==> src/rtl/tdm_demux4.sv <==
// Receive-side 4-channel TDM deserializer: bit-interleaved slots 0..3, words sent MSB first,
// frame-locked on sync, four parallel words presented with a one-cycle valid pulse.
module tdm_demux4 #(
    parameter int WIDTH = 8
) (
    input  logic             clk,
    input  logic             rst,
    input  logic             din,
    input  logic             en,
    input  logic             sync,
    output logic             s1,
    output logic             s0,
    output logic [WIDTH-1:0] q0,
    output logic [WIDTH-1:0] q1,
    output logic [WIDTH-1:0] q2,
    output logic [WIDTH-1:0] q3,
    output logic             word_valid,
    output logic             locked,
    output logic             sync_err
);
    localparam int BW = $clog2(WIDTH);
    localparam logic [BW-1:0] BIT_LAST = BW'(WIDTH - 1);
    localparam logic [0:0] HUNT   = 1'b0;
    localparam logic [0:0] LOCKED = 1'b1;

    logic [0:0]                r_state;
    logic [1:0]                r_slot;
    logic [BW-1:0]             r_bit;
    logic [3:0][WIDTH-1:0]     r_sh;
    logic [3:0][WIDTH-1:0]     r_q;
    logic                      r_wv;
    logic                      r_err;

    logic                      w_first;
    logic                      w_last;
    logic [WIDTH-1:0]          w_sh_next;
    logic [4*WIDTH-1:0]        w_fresh;

    assign w_first   = (r_slot == 2'd0) && (r_bit == '0);
    assign w_last    = (r_slot == 2'd3) && (r_bit == BIT_LAST);
    assign w_sh_next = {r_sh[r_slot][WIDTH-2:0], din};
    // A re-framed group starts with only the incoming bit in channel 0.
    assign w_fresh   = {{(4*WIDTH-1){1'b0}}, din};

    always_ff @(posedge clk or posedge rst) begin
        if (rst) begin
            r_state <= HUNT;
            r_slot  <= 2'd0;
            r_bit   <= '0;
            r_sh    <= '0;
            r_q     <= '0;
            r_wv    <= 1'b0;
            r_err   <= 1'b0;
        end else begin
            r_wv <= 1'b0;
            if (en) begin
                case (r_state)
                    HUNT: begin
                        if (sync) begin
                            r_sh    <= w_fresh;
                            r_slot  <= 2'd1;
                            r_bit   <= '0;
                            r_state <= LOCKED;
                        end
                    end
                    default: begin
                        if (sync && !w_first) begin
                            r_err  <= 1'b1;
                            r_sh   <= w_fresh;
                            r_slot <= 2'd1;
                            r_bit  <= '0;
                        end else if (!sync && w_first) begin
                            r_err   <= 1'b1;
                            r_state <= HUNT;
                            r_slot  <= 2'd0;
                            r_bit   <= '0;
                        end else begin
                            r_sh[r_slot] <= w_sh_next;
                            r_slot       <= r_slot + 2'd1;
                            if (r_slot == 2'd3) begin
                                if (w_last) begin
                                    r_bit <= '0;
                                    // Channel 3 completes with the bit arriving on this edge.
                                    r_q   <= {w_sh_next, r_sh[2], r_sh[1], r_sh[0]};
                                    r_wv  <= 1'b1;
                                end else begin
                                    r_bit <= r_bit + 1'b1;
                                end
                            end
                        end
                    end
                endcase
            end
        end
    end

    assign {s1, s0}   = r_slot;
    assign q0         = r_q[0];
    assign q1         = r_q[1];
    assign q2         = r_q[2];
    assign q3         = r_q[3];
    assign word_valid = r_wv;
    assign locked     = (r_state == LOCKED);
    assign sync_err   = r_err;
endmodule

==> config.mk <==
export PLATFORM = sky130hd
export DESIGN_NAME = tdm_demux4
export DESIGN_NICKNAME = d
export VERILOG_FILES = /design/src/rtl/tdm_demux4.sv
export SDC_FILE = /design/constraint.sdc
export NUM_CORES = 1
export LEC_CHECK = 0
export CAP_MARGIN = 25
export CELL_PAD_IN_SITES_DETAIL_PLACEMENT = 1
export CELL_PAD_IN_SITES_GLOBAL_PLACEMENT = 2
export CORE_MARGIN = 5
export CORE_UTILIZATION = 39
export DETAILED_ROUTE_END_ITERATION = 7
export PLACE_DENSITY_LB_ADDON = 0.1
export SLEW_MARGIN = 30
export SYNTH_ARGS = -nofsm -noshare
export SYNTH_HDL_FRONTEND = slang
export SYNTH_SLANG_ARGS = --single-unit
==> constraint.sdc <==
create_clock -name clk -period 2.6 [get_ports clk]
set_input_delay 0.65 -clock clk [delete_from_list [all_inputs] [get_ports clk]]
set_output_delay 0.65 -clock clk [all_outputs]
set_load 0.01 [all_outputs]
==> metrics.txt <==
CTS sink cnt 71; diodes inserted 0; die height 100 µm; Critical R2R Capture q2[6]; Yosys cell types 29; Core Rows 32; Initial Util 40.5%; All-Layer GR Usage 15.0%; Worst EP required 2830 ps; Max stage delay on crit path 460 ps; CTS buffer count 9; Critical Setup Path Class reg -> reg; most common cell after layout, fill and taps aside dfrtp_1; Hold Fails Final Rpt 0; crit path cell chain inv_1 > ha_1 > nand2_1 > nor2_1 > inv_1 > ha_1 > nand2_1 > or3_2 > buf_12 > mux2_4; LEAKAGE 1.90 nW; Min Clock Period, post-route 2470 ps; vias per std cell 5.23; initial antenna violation count 0; fin. max-slew vios 0; fin cells 365; first-pass GRT wire length 11,800 µm; yosys warns 0; critical path startpoint category register; Synth Area in Simple Gates 3.76%; Vias 1,909; GRT overflow 0; Slew @ Worst Pin 492 ps; post-route ant nets 0; DRT Pass-1 Iters 4; R2R Setup Slk 130 ps; RSZ-0062 raised after global routing false; Rel. slew slack 67.2%; largest net degree at the start of global routing 72; dpl hpwl 4610 µm; largest family of logic cells by synthesized area multiplexers; crit-path max FO 25; commonest non-fill, non-tap cells in the layout dfrtp_1, clkdlybuf4s50_1, a22o_1; Pwr Density 731 mW/mm²; Final nets 274; final critical-path share of the clock period 94.9%; CTS tree done; CP max-delay cell or3_2; VDD IR max 558 µV; max-cap viol count 0; post-synthesis adder-cell area fraction 3.96%; DIE AREA 0.0100 mm²; Hold WC Path Type reg -> reg; DP Cell Count 350; Layout area overhead 23.0%; core footprint 0.00781 mm²; Worst Hold End sync_err; setup violators final 0; Syn Inst Count 206; FF-to-FF Start r_slot[1]; Arrival @ worst endpoint 2690 ps; Max clock buf depth 2; I/O pin count 42; Post-Syn Area 0.00316 mm²; XOR/XNOR Fraction of Synth Area 0%; setup TNS 0 ps; FMAX 405 MHz; Synth Register Bits 71; Die X 100 µm; number of port buffers 41; drc violations 0; final WL 6790 µm; final hold slack 491 ps; syn nets 221; sequential area share after synthesis 56.2%; worst clock skew 9.02 ps; GP Congestion 0.759; Root Driver clkbuf_8; vias in the first global route 2,163; synthesized area per cell 15.3 µm²; status completed; Min-Delay Path Depth 1; cell depth of the worst flop-to-flop path 10; clock latency on the worst-skew pair 340 ps; DR WL/cell 18.6 µm; Reg clk slew, reported paths 80 ps; share of layout cells above drive strength 1 28.1%; Setup crit end kind register; multiplexer share of the synthesized area 20.3%; Iter 0 DRT Violations 50; Compound-Gate Fraction of Synth Area 11.5%; beginning of the worst hold path sync_err; H-tree lvl count 3
## worst max-delay path: cells and delay by family, from the launching register on
kind / cells / cell delay (ps)
fa+ha+maj: 2 / 500
buf+inv: 3 / 360
flops: 1 / 380
mux: 1 / 310
simple gates: 4 / 770
## sequential cells by signal, summed over array words and instances (netlist names)
signal,cells
r_slot,2
q3,8
q2,8
r_bit,3
r_sh,31
q1,8
sync_err,1
locked,1
word_valid,1
q0,8
## cells in the mapped netlist (all sizes together)
cell type / n / area (µm²)
buf: 6 / 81.3
o21ai: 7 / 38.8
and4bb: 1 / 12.5
nor4b: 1 / 8.76
o31ai: 1 / 7.51
and2: 4 / 25.0
clkbuf: 6 / 22.5
a32o: 1 / 10.0
o21a: 1 / 7.51
mux4: 7 / 158
ha: 10 / 125
nand4b: 1 / 8.76
nand2: 4 / 15.0
a21oi: 1 / 5.00
or3: 1 / 6.26
inv: 8 / 30.0
mux2: 33 / 484
a22o: 32 / 280
nor2b: 4 / 25.0
o21bai: 1 / 7.51
nor2: 3 / 11.3
nand2b: 1 / 6.26
dfrtp: 71 / 1780
a31oi: 1 / 6.26
## layer usage
layer  GRT usage [%]  share of wire, %
met1            20.5                47
met2            23.6                48
met3            3.54               3.5
met4            5.08               1.0
met5               0                 0
## through the flow
step                worst slack (ps)  instance area [µm²]  util [%]  total power, mW
floorplan                        147                 3160         -             1.79
global placement                9.69                 3720      47.6             2.09
detailed placement             -13.7                 3720      47.6             2.10
CTS                              113                 3880      49.7             2.88
global route                    3.20                 3890      49.8             3.03
finish                           133                 3890      49.8             2.84
## repair_timing
item	4_1_cts	5_1_grt
hold buffers	0	0
buffers inserted	0	0
setup endpoints to repair	0	9
resized for setup	0	2
## power by group
part           switching (mW)  total [mW]  leakage (nW)  internal [mW]
logic                   0.453       0.799         0.840          0.346
registers              0.0849        1.28         0.975           1.20
clock network           0.424       0.761        0.0809          0.337
## cells by family (layout without fill, tap and decap cells)
group	after synthesis	in the layout
compound gates	45	45
buf+inv	20	77
mux	40	40
fa+ha+maj	10	10
simple gates	20	20
flops	71	71
## worst max path at each step
stage	start	endpoint	cells past startpoint
after floorplan	rst	locked	1
after global placement	sync	r_sh[22]	7
after detailed placement	sync	q0[1]	6
after CTS	r_slot[1]	q0[1]	10
after global routing	r_slot[1]	q2[4]	10
final	r_slot[1]	q2[6]	10
## area by class of cell
class	count	area (µm²)
Multi-Input combinational cell	115	1260
Clock inverter	6	38.8
Fill cell	796	3920
Tap cell	102	128
Clock buffer	9	124
Timing Repair Buffer	54	533
Inverter	8	30.0
Sequential cell	71	1780
No activity file was read; power rests on OpenSTA's default activity.
